`src/rtl/peak_bin_finder.sv`:
```
`default_nettype none
// ============================================================================
// Module   : peak_bin_finder
// Brief    : Scans FFT result RAM over a bin window and reports the bin with
//            the largest magnitude estimate (L1 or max+min/2).
// Revision : 1.0 - initial release
// ============================================================================
module peak_bin_finder #(
    parameter int DATA_W    = 10,
    parameter int ADDR_W    = 11,
    parameter int N_BINS    = 512,
    parameter int MIN_BIN   = 1,
    parameter int IMAG_BASE = 1024,
    parameter int RD_LAT    = 2,
    parameter int MAG_MODE  = 0
) (
    input  logic              clk,
    input  logic              rst,
    input  logic              start,
    output logic              busy,
    output logic              done,
    output logic [ADDR_W-1:0] mem_addr,
    output logic              mem_rd,
    input  logic [DATA_W-1:0] data_in,
    output logic [ADDR_W-1:0] peak_idx,
    output logic [DATA_W:0]   peak_mag,
    output logic              peak_nz
);

    localparam int                CNT_W   = (RD_LAT < 2) ? 1 : $clog2(RD_LAT + 1);
    localparam logic [CNT_W-1:0]  c_LAT   = CNT_W'(RD_LAT);
    localparam logic [ADDR_W-1:0] c_FIRST = ADDR_W'(MIN_BIN);
    localparam logic [ADDR_W-1:0] c_LAST  = ADDR_W'(N_BINS - 1);
    localparam logic [ADDR_W-1:0] c_IMAG  = ADDR_W'(IMAG_BASE);

    typedef enum logic [3:0] {
        S_IDLE    = 4'd0,
        S_ISSUE_R = 4'd1,
        S_WAIT_R  = 4'd2,
        S_ISSUE_I = 4'd3,
        S_WAIT_I  = 4'd4,
        S_MAG     = 4'd5,
        S_CMP     = 4'd6,
        S_DONE    = 4'd7
    } state_t;

    state_t            r_state;
    state_t            w_next;

    logic [ADDR_W-1:0] r_idx;
    logic [ADDR_W-1:0] r_best_idx;
    logic [ADDR_W-1:0] r_mem_addr;
    logic [ADDR_W-1:0] r_peak_idx;
    logic [DATA_W:0]   r_best_mag;
    logic [DATA_W:0]   r_mag;
    logic [DATA_W:0]   r_peak_mag;
    logic [DATA_W-1:0] r_re;
    logic [DATA_W-1:0] r_im;
    logic [CNT_W-1:0]  r_wait;
    logic              r_mem_rd;
    logic              r_peak_nz;

    logic              w_wait_last;
    logic              w_last_bin;
    logic              w_upd;
    logic [DATA_W-1:0] w_abs_r;
    logic [DATA_W-1:0] w_abs_i;
    logic [DATA_W:0]   w_mag;
    logic [DATA_W:0]   w_win_mag;
    logic [ADDR_W-1:0] w_win_idx;

    // ------------------------------------------------------------------------
    // State register and next-state logic
    // ------------------------------------------------------------------------
    always_ff @(posedge clk) begin
        if (rst) begin
            r_state <= S_IDLE;
        end else begin
            r_state <= w_next;
        end
    end

    always_comb begin
        w_next = r_state;
        case (r_state)
            S_IDLE:    if (start) w_next = S_ISSUE_R;
            S_ISSUE_R: w_next = S_WAIT_R;
            S_WAIT_R:  if (w_wait_last) w_next = S_ISSUE_I;
            S_ISSUE_I: w_next = S_WAIT_I;
            S_WAIT_I:  if (w_wait_last) w_next = S_MAG;
            S_MAG:     w_next = S_CMP;
            // Compare and advance share one cycle so a bin costs 2*RD_LAT+4.
            S_CMP:     w_next = w_last_bin ? S_DONE : S_ISSUE_R;
            S_DONE:    w_next = S_IDLE;
            default:   w_next = S_IDLE;
        endcase
    end

    assign w_wait_last = (r_wait == c_LAT);
    assign w_last_bin  = (r_idx == c_LAST);
    assign w_upd       = (r_mag > r_best_mag);
    assign w_win_mag   = w_upd ? r_mag : r_best_mag;
    assign w_win_idx   = w_upd ? r_idx : r_best_idx;

    // ------------------------------------------------------------------------
    // Magnitude estimate
    // ------------------------------------------------------------------------
    // DATA_W-bit unsigned result holds 2^(DATA_W-1) for the most negative input.
    assign w_abs_r = r_re[DATA_W-1] ? (~r_re + DATA_W'(1)) : r_re;
    assign w_abs_i = r_im[DATA_W-1] ? (~r_im + DATA_W'(1)) : r_im;

    generate
        if (MAG_MODE == 1) begin : g_max_half_min
            logic [DATA_W-1:0] w_max;
            logic [DATA_W-1:0] w_min;
            logic [DATA_W-1:0] w_half;
            assign w_max  = (w_abs_r >= w_abs_i) ? w_abs_r : w_abs_i;
            assign w_min  = (w_abs_r >= w_abs_i) ? w_abs_i : w_abs_r;
            assign w_half = w_min >> 1;
            assign w_mag  = {1'b0, w_max} + {1'b0, w_half};
        end else begin : g_l1
            assign w_mag = {1'b0, w_abs_r} + {1'b0, w_abs_i};
        end
    endgenerate

    // ------------------------------------------------------------------------
    // Datapath
    // ------------------------------------------------------------------------
    always_ff @(posedge clk) begin
        if (rst) begin
            r_idx      <= '0;
            r_best_idx <= '0;
            r_best_mag <= '0;
            r_mag      <= '0;
            r_re       <= '0;
            r_im       <= '0;
            r_wait     <= '0;
            r_mem_addr <= '0;
            r_mem_rd   <= 1'b0;
            r_peak_idx <= '0;
            r_peak_mag <= '0;
            r_peak_nz  <= 1'b0;
        end else begin
            r_mem_rd <= 1'b0;
            case (r_state)
                S_IDLE: begin
                    if (start) begin
                        r_idx      <= c_FIRST;
                        r_best_idx <= c_FIRST;
                        r_best_mag <= '0;
                        r_mem_addr <= c_FIRST;
                        r_mem_rd   <= 1'b1;
                    end
                end
                S_ISSUE_R, S_ISSUE_I: begin
                    r_wait <= CNT_W'(1);
                end
                S_WAIT_R: begin
                    r_wait <= r_wait + CNT_W'(1);
                    if (w_wait_last) begin
                        r_re       <= data_in;
                        r_mem_addr <= r_idx + c_IMAG;
                        r_mem_rd   <= 1'b1;
                    end
                end
                S_WAIT_I: begin
                    r_wait <= r_wait + CNT_W'(1);
                    if (w_wait_last) begin
                        r_im <= data_in;
                    end
                end
                S_MAG: begin
                    r_mag <= w_mag;
                end
                S_CMP: begin
                    r_best_mag <= w_win_mag;
                    r_best_idx <= w_win_idx;
                    // Results are loaded on entry to DONE so they are valid with the done pulse.
                    if (w_last_bin) begin
                        r_peak_idx <= w_win_idx;
                        r_peak_mag <= w_win_mag;
                        r_peak_nz  <= (w_win_mag != '0);
                    end else begin
                        r_idx      <= r_idx + ADDR_W'(1);
                        r_mem_addr <= r_idx + ADDR_W'(1);
                        r_mem_rd   <= 1'b1;
                    end
                end
                default: ;
            endcase
        end
    end

    assign busy     = (r_state != S_IDLE) && (r_state != S_DONE);
    assign done     = (r_state == S_DONE);
    assign mem_addr = r_mem_addr;
    assign mem_rd   = r_mem_rd;
    assign peak_idx = r_peak_idx;
    assign peak_mag = r_peak_mag;
    assign peak_nz  = r_peak_nz;

endmodule
`default_nettype wire

```
`config.mk`:
```
export PLATFORM = sky130hd
export DESIGN_NAME = peak_bin_finder
export DESIGN_NICKNAME = d
export VERILOG_FILES = /design/src/rtl/peak_bin_finder.sv
export SDC_FILE = /design/constraint.sdc
export NUM_CORES = 1
export LEC_CHECK = 0
export ABC_AREA = 1
export CORE_AREA = 2 2 89 133
export CTS_BUF_LIST = sky130_fd_sc_hd__clkbuf_4 sky130_fd_sc_hd__clkbuf_8
export CTS_CLUSTER_SIZE = 16
export DETAILED_ROUTE_END_ITERATION = 12
export DIE_AREA = 0 0 91 135
export PLACE_DENSITY = 0.72
export SETUP_SLACK_MARGIN = 0.4
export SLEW_MARGIN = 20
export SYNTH_ARGS = -nofsm -noshare
export SYNTH_HDL_FRONTEND = slang
export SYNTH_SLANG_ARGS = --single-unit
```
`constraint.sdc`:
```
create_clock -name clk -period 2.5 [get_ports clk]
set_clock_uncertainty 0.2 [all_clocks]
set_input_delay 0.5 -clock clk [delete_from_list [all_inputs] [get_ports clk]]
set_output_delay 0.5 -clock clk [all_outputs]
set_load 0.005 [all_outputs]
```
==> key figures, run 1 <==
Hold path
  – Worst Hold Path Cells: 2
  – Critical hold path startpoint: mem_addr[4]$_SDFFE_PP0P_
  – Worst Hold Path EP: mem_addr[4]$_SDFFE_PP0P_
  – Kind of path behind the tightest hold check: reg -> reg

Clock tree
  – Clock Root Buffer: sky130_fd_sc_hd__clkbuf_8
  – Clock-pin transition on the worst setup and hold timing paths: 0.10 ns
  – H-tree level count: 3
  – Count of clock tree sinks: 104
  – Clock insertion delay at the later pin of the skew report: 0.39 ns
  – Clock Tree Buf Depth: 2
  – CTS buffer count: 9
  – TritonCTS clock tree: done
  – Cts hold-fix bufs: 0

Drt
  – Detailed router's first-iteration violation count: 348
  – Wire per inst: 17.4 um
  – Final routed DRC violation total: 0
  – Via density per instance: 5.60
  – Final Routed Wirelength: 18.5 mm
  – Number of optimization iterations in the first detailed-route pass: 5
  – Post-route ant nets: 0
  – Vias after detailed routing: 5946

STA
  – Achievable Freq: 0.377 GHz
  – Headroom to the max-slew limit: 0.719
  – Final slew viol count: 0
  – Total count of hold-check failures in the final report: 0
  – Final critical-path share of the clock period: 1.06
  – Setup-failing EPs final: 5
  – Worst Setup Slack, final: -0.156 ns
  – Tmin final: 2.66 ns
  – RSZ-0062 raised after global routing: true
  – Slew at the pin closest to its max-slew limit: 0.421 ns
  – Worst Hold Margin: 0.266 ns

GRT
  – Gr ovfl total: 0
  – GRT Total Usage: 0.265
  – Wire length of the first global-routing pass: 26.1 mm
  – Number of global-route vias before repair: 5658
  – Largest net degree at the start of global routing: 39
  – Initial antenna violation count: 0

Critical path
  – Endpoint class of the critical path: register
  – Worst Setup Path Type: reg -> reg
  – CP Data Required Time: 2.64 ns
  – Reg2Reg Setup Slack: -0.16 ns
  – Worst reg-to-reg path cell count: 16
  – Reg-to-reg critical path startpoint: r_im[1]$_SDFFE_PP0P_
  – Reg-to-reg endpoint: r_mag[8]$_SDFFE_PP0P_
  – Arrival @ worst endpoint: 2.80 ns
  – Crit-path max FO: 3
  – Launching element type of the critical path: register

Final layout
  – Area taken by multi-input logic gates: 0.00376 mm2
  – Most used cells in the layout excluding fill and tap cells: sky130_fd_sc_hd__nand2_1 (121), sky130_fd_sc_hd__inv_1 (88), sky130_fd_sc_hd__dfxtp_1 (81), sky130_fd_sc_hd__a21oi_1 (71), sky130_fd_sc_hd__nor2_1 (62)
  – Core Util, Final: 0.723
  – P&R area growth vs syn: 46.9%
  – Most common library cell in the layout ignoring fill and taps: sky130_fd_sc_hd__nand2_1
  – Layout net count: 950
  – Ant. Diodes: 0
  – Share of post-route cells with drive strength above 1: 0.336
  – Number of fill cells: 816
  – Area of all sequential standard cells: 0.00212 mm2

Yosys
  – Avg Inst Size Synth: 6.84 um2
  – Sequential area share after synthesis: 0.383
  – Count of distinct cell types in the synthesized netlist: 39
  – Number of synthesized flops with an enable pin: 0
  – Post-synthesis cell area: 0.00544 mm2
  – FF+latch count, synth: 104
  – Post-synthesis async set-or-reset flop share: 0
  – Synthesized netlist cell count: 796
  – Net count of the mapped netlist: 835
  – Dominant register cell in the synthesized netlist: sky130_fd_sc_hd__dfxtp_1
  – Number of warnings issued by yosys: 0

Floorplanning
  – Site Rows: 47
  – Horizontal die dimension: 91 um
  – Area inside the core boundary: 0.0111 mm2
  – Vertical extent of the die: 135 um
  – Starting utilization of the core area: 0.492
  – Area enclosed by the die boundary: 0.0123 mm2
  – I/O pin count: 50

Placed design
  – # port buffers: 49
  – GP Congestion: 0.941
  – Final HPWL from detailed placement: 11.2 mm
  – Worst setup slack after placement: -0.0548 ns

Run
  – Number of maximum-capacitance violations: 0

Power
  – Worst voltage drop across the vdd grid: 0.335 mV
  – PD cells: 494 mW/mm2
  – Tot Pwr: 3.95 mW
  – Leakage power of the design: 3.31 nW

Status
  – Violations in the final reports: setup timing
  – Run status: complete, but fails checks
==> what timing repair did <==
item                                   CTS  global route
gates cloned                             3             1
pin swaps                               50            83
setup endpoints to repair               62            77
setup buffers                           29            19
endpoints found under the hold margin    0             0
resized for setup                      110           194
==> routing by layer <==
layer	GRT usage	wire, um
met1	0.266	6440
met2	0.492	9830
met3	0.0374	695
met4	0.193	1500
met5	0	0
==> kinds of logic (layout without fill, tap and decap cells) <==
family / after synthesis / in the layout / share of synthesized area
xor gates and xnor gates: 18 / 18 / 0.0290
DFF: 104 / 104 / 0.383
adders and majority gates: 26 / 26 / 0.0612
and+or+nand+nor: 314 / 315 / 0.237
buffers and inverters: 147 / 265 / 0.105
AOI/OAI and AO/OA: 187 / 187 / 0.186
==> registers in the layout (all words and copies together), names as in the netlist, 11 cells and up <==
name and flops:
mem_addr 11, peak_idx 11, peak_mag 11, r_best_idx 11
r_best_mag 11, r_idx 11, r_mag 11
==> Yosys cell counts (2+ instances only) <==
master                       n  area share
sky130_fd_sc_hd__a211oi_1    3      0.0041
sky130_fd_sc_hd__a21oi_1    83       0.076
sky130_fd_sc_hd__buf_2       9      0.0083
sky130_fd_sc_hd__clkbuf_1   22       0.015
sky130_fd_sc_hd__dfxtp_1   104        0.38
sky130_fd_sc_hd__ha_1       25       0.057
sky130_fd_sc_hd__inv_1     112       0.077
sky130_fd_sc_hd__inv_2       2      0.0014
sky130_fd_sc_hd__nand2_1   179        0.12
sky130_fd_sc_hd__nand2_2     2      0.0023
sky130_fd_sc_hd__nand3_1    40       0.037
sky130_fd_sc_hd__nand4_1     6      0.0069
sky130_fd_sc_hd__nor2_1     76       0.052
sky130_fd_sc_hd__nor3_1      3      0.0028
sky130_fd_sc_hd__nor4_1      2      0.0023
sky130_fd_sc_hd__o211ai_1   14       0.019
sky130_fd_sc_hd__o21ai_0    73       0.067
sky130_fd_sc_hd__o21ai_1     3      0.0028
sky130_fd_sc_hd__o31ai_1     2      0.0028
sky130_fd_sc_hd__xnor2_1     4      0.0064
sky130_fd_sc_hd__xor2_1     14       0.023
==> worst max-delay path, cell delays in order, from the launching register on <==
cell	delay, ns
sky130_fd_sc_hd__dfxtp_2	0.34
sky130_fd_sc_hd__inv_2	0.07
sky130_fd_sc_hd__ha_4	0.16
sky130_fd_sc_hd__inv_4	0.04
sky130_fd_sc_hd__nor2_4	0.14
sky130_fd_sc_hd__nand3_4	0.10
sky130_fd_sc_hd__o31ai_4	0.18
sky130_fd_sc_hd__xor2_1	0.16
sky130_fd_sc_hd__ha_1	0.30
sky130_fd_sc_hd__buf_6	0.14
sky130_fd_sc_hd__buf_6	0.10
sky130_fd_sc_hd__buf_6	0.11
sky130_fd_sc_hd__buf_4	0.13
sky130_fd_sc_hd__and2_4	0.15
sky130_fd_sc_hd__o21ai_2	0.15
sky130_fd_sc_hd__nand2_1	0.08
sky130_fd_sc_hd__inv_1	0.05
==> through the flow <==
stage | std cells | TNS, ns | instance area [um2]
after global routing | 1062 | -1.06 | 7990
after detailed placement | 995 | -0.0738 | 6310
after CTS | 1042 | -0.148 | 7060
after global placement | 995 | -0.0151 | 6310
final | 1062 | -0.626 | 7990
after floorplan | 796 | 0 | 5530
==> power by group <==
| group | switching (mW) | internal, mW | total [mW] |
|---|---|---|---|
| Sequential | 0.0403 | 1.70 | 1.74 |
| Combinational | 0.672 | 0.476 | 1.15 |
| Clock | 0.601 | 0.454 | 1.06 |
==> final cells by class <==
class,count,share of cell area
Inverter,115,0.0548
Timing Repair Buffer,135,0.164
Sequential cell,104,0.265
Tap cell,147,0.0230
Clock inverter,6,0.00767
Clock buffer,9,0.0155
Multi-Input combinational cell,546,0.470
==> worst max-delay path by stage <==
stage,startpoint,to,slack (ns),depth (start not counted)
2_1_floorplan,r_im[0]$_SDFFE_PP0P_,r_mag[9]$_SDFFE_PP0P_,0.09,17
3_3_place_gp,r_im[0]$_SDFFE_PP0P_,r_mag[9]$_SDFFE_PP0P_,-0.02,17
3_5_place_dp,r_im[0]$_SDFFE_PP0P_,r_mag[9]$_SDFFE_PP0P_,-0.05,17
4_1_cts,r_im[1]$_SDFFE_PP0P_,r_mag[9]$_SDFFE_PP0P_,-0.09,17
5_1_grt,r_im[1]$_SDFFE_PP0P_,r_mag[9]$_SDFFE_PP0P_,-0.28,17
6_report,r_im[1]$_SDFFE_PP0P_,r_mag[8]$_SDFFE_PP0P_,-0.16,16
(Power assumes the default switching activity.)
==> run 2: changes to the inputs <==
--- a/config.mk
+++ b/config.mk
@@ -6,11 +6,13 @@
 export NUM_CORES = 1
 export LEC_CHECK = 0
 export ABC_AREA = 1
+export CAP_MARGIN = 20
 export CORE_AREA = 2 2 89 133
 export CTS_BUF_LIST = sky130_fd_sc_hd__clkbuf_4 sky130_fd_sc_hd__clkbuf_8
 export CTS_CLUSTER_SIZE = 16
 export DETAILED_ROUTE_END_ITERATION = 12
 export DIE_AREA = 0 0 91 135
+export GPL_TIMING_DRIVEN = 0
 export PLACE_DENSITY = 0.72
 export SETUP_SLACK_MARGIN = 0.4
 export SLEW_MARGIN = 20
==> key figures, run 2 (same netlist as run 1, synthesis figures left out) <==
Critical path
  – Arrival @ worst endpoint: 2.69 ns
  – Launching element type of the critical path: register
  – Critical Path Max Stage Delay: 0.36 ns
  – Endpoint class of the critical path: register
  – Reg2Reg Setup Slack: -0.08 ns
  – Worst path slowest cell: sky130_fd_sc_hd__dfxtp_2
  – CP Data Required Time: 2.61 ns
  – Worst Setup Path Type: reg -> reg
  – Ordered cell list for the critical path: inv_2 -> ha_4 -> inv_2 -> nor2_4 -> nand3_2 -> o31ai_2 -> xnor2_1 -> ha_1 -> buf_4 -> buf_6 -> nand2_4 -> nor2_4 -> nand3_2 -> o2111ai_2 -> nand2_1 -> a21oi_2
  – Crit-path max FO: 3

STA
  – Worst Setup Slack, final: -0.0804 ns
  – Tmin final: 2.58 ns
  – Achievable Freq: 0.388 GHz
  – RSZ-0062 raised after global routing: true
  – Setup-failing EPs final: 4
  – Slew at the pin closest to its max-slew limit: 0.761 ns
  – Headroom to the max-slew limit: 0.493
  – Setup total negative slack: -0.218 ns
  – Total count of hold-check failures in the final report: 0
  – Final slew viol count: 0
  – Final critical-path share of the clock period: 1.03

Final layout
  – Most common library cell in the layout ignoring fill and taps: sky130_fd_sc_hd__nand2_1
  – Layout net count: 973
  – Layout Cells excl Fill: 1086
  – P&R area growth vs syn: 56.0%
  – Most used cells in the layout excluding fill and tap cells: sky130_fd_sc_hd__nand2_1 (114), sky130_fd_sc_hd__inv_1 (88), sky130_fd_sc_hd__dfxtp_1 (78), sky130_fd_sc_hd__nor2_1 (58), sky130_fd_sc_hd__a21oi_1 (57)
  – Share of post-route cells with drive strength above 1: 0.378
  – Ant. Diodes: 0
  – Core Util, Final: 0.768
  – Number of fill cells: 749
  – Area of all placed cells without fillers: 0.00849 mm2

GRT
  – Wire length of the first global-routing pass: 27.8 mm
  – Initial antenna violation count: 0
  – Largest net degree at the start of global routing: 17
  – Number of global-route vias before repair: 5649
  – GRT Total Usage: 0.289
  – Gr ovfl total: 0

Power
  – Switch Pwr: 1.46 mW
  – Share of total power in sequential cells: 0.396
  – Combinational fraction of design power: 0.329
  – Leakage power of the design: 3.47 nW
  – Worst voltage drop across the vdd grid: 0.282 mV
  – Tot Pwr: 4.39 mW
  – Clock network fraction of design power: 0.275
  – PD cells: 517 mW/mm2
  – Switching share of total power: 0.332
  – Internal cell power: 2.93 mW

Drt
  – Final Routed Wirelength: 20.6 mm
  – Via density per instance: 5.70
  – Detailed router's first-iteration violation count: 401
  – Vias after detailed routing: 6194
  – Number of optimization iterations in the first detailed-route pass: 5
  – Post-route ant nets: 0
  – Final routed DRC violation total: 0
  – Wire per inst: 19.0 um

Floorplanning
  – Area inside the core boundary: 0.0111 mm2
  – Area enclosed by the die boundary: 0.0123 mm2
  – Site Rows: 47
  – Vertical extent of the die: 135 um
  – Horizontal die dimension: 91 um
  – Starting utilization of the core area: 0.492
  – I/O pin count: 50

Run
  – Number of maximum-capacitance violations: 0

Placed design
  – Placed standard-cell area: 0.00620 mm2
  – GP Congestion: 0.913
  – # port buffers: 49
  – Placed cell count: 992
  – Final HPWL from detailed placement: 12.0 mm

Clock tree
  – Clock Tree Buf Depth: 2
  – Clock-pin transition on the worst setup and hold timing paths: 0.10 ns
  – Clock Root Buffer: sky130_fd_sc_hd__clkbuf_8
  – Cts hold-fix bufs: 0
  – Clock insertion delay at the later pin of the skew report: 0.39 ns
  – CTS buffer count: 9
  – TritonCTS clock tree: done
  – H-tree level count: 3
  – Count of clock tree sinks: 104

Hold path
  – Kind of path behind the tightest hold check: reg -> reg

Status
  – Violations in the final reports: setup timing
  – Run status: complete, but fails checks
run 2: stage by stage:
stage,hold slack [ns],setup slack [ns]
final,0.264,-0.0804
after global routing,0.284,-0.190
after CTS,0.267,-0.160
after detailed placement,0.255,-0.299
after global placement,0.249,-0.245
after floorplan,0.243,0.0940
run 2: power by group through the flow:
stage | clock (mW) | combinational [mW] | sequential [mW]
global placement | 0 | 0.613 | 1.77
CTS | 1.20 | 1.06 | 1.73
global route | 1.27 | 1.50 | 1.74
finish | 1.21 | 1.44 | 1.74
detailed placement | 0 | 0.621 | 1.77
floorplan | 0 | 0.405 | 1.76
run 2: layout make-up:
class,count,area (um2),share of cell area
multi-input combinational,545,3990,0.470
sequential,104,2120,0.250
timing repair buffer,127,1280,0.150
inverter,115,437,0.0514
buffer,32,260,0.0307
tap,147,184,0.0217
clock buffer,11,139,0.0164
clock inverter,5,81.3,0.00958
run 2: routing by layer:
layer	wire length [um]	global-route usage	vias to the layer above
met4	2080	0.204	0
li1	-	-	2860
met3	1120	0.0419	133
met2	10600	0.553	318
met5	0	0	-
met1	6780	0.279	2883
run 2: final timing paths:
check                           start                  endpoint  cells past startpoint
min          mem_addr[2]$_SDFFE_PP0P_  mem_addr[2]$_SDFFE_PP0P_                      2
max              r_re[1]$_SDFFE_PP0P_    r_mag[10]$_SDFFE_PP0P_                     16
min reg2reg  mem_addr[2]$_SDFFE_PP0P_  mem_addr[2]$_SDFFE_PP0P_                      2
max reg2reg      r_re[1]$_SDFFE_PP0P_    r_mag[10]$_SDFFE_PP0P_                     16
run 2: critical path: cells and delay by family, from the launching register on:
kind | cells | cell delay, ns
AO/OA/AOI/OAI | 3 | 0.41
XOR/XNOR | 1 | 0.11
adder cells (fa/ha/maj) | 2 | 0.50
buffers and inverters | 4 | 0.35
flip-flops | 1 | 0.36
AND/OR/NAND/NOR | 6 | 0.56
run 2: what timing repair did:
item	4_1_cts	5_1_grt
setup buffers	39	33
cloned	5	1
pin swaps	71	67
endpoints found under the setup margin	81	79
resized for setup	198	189
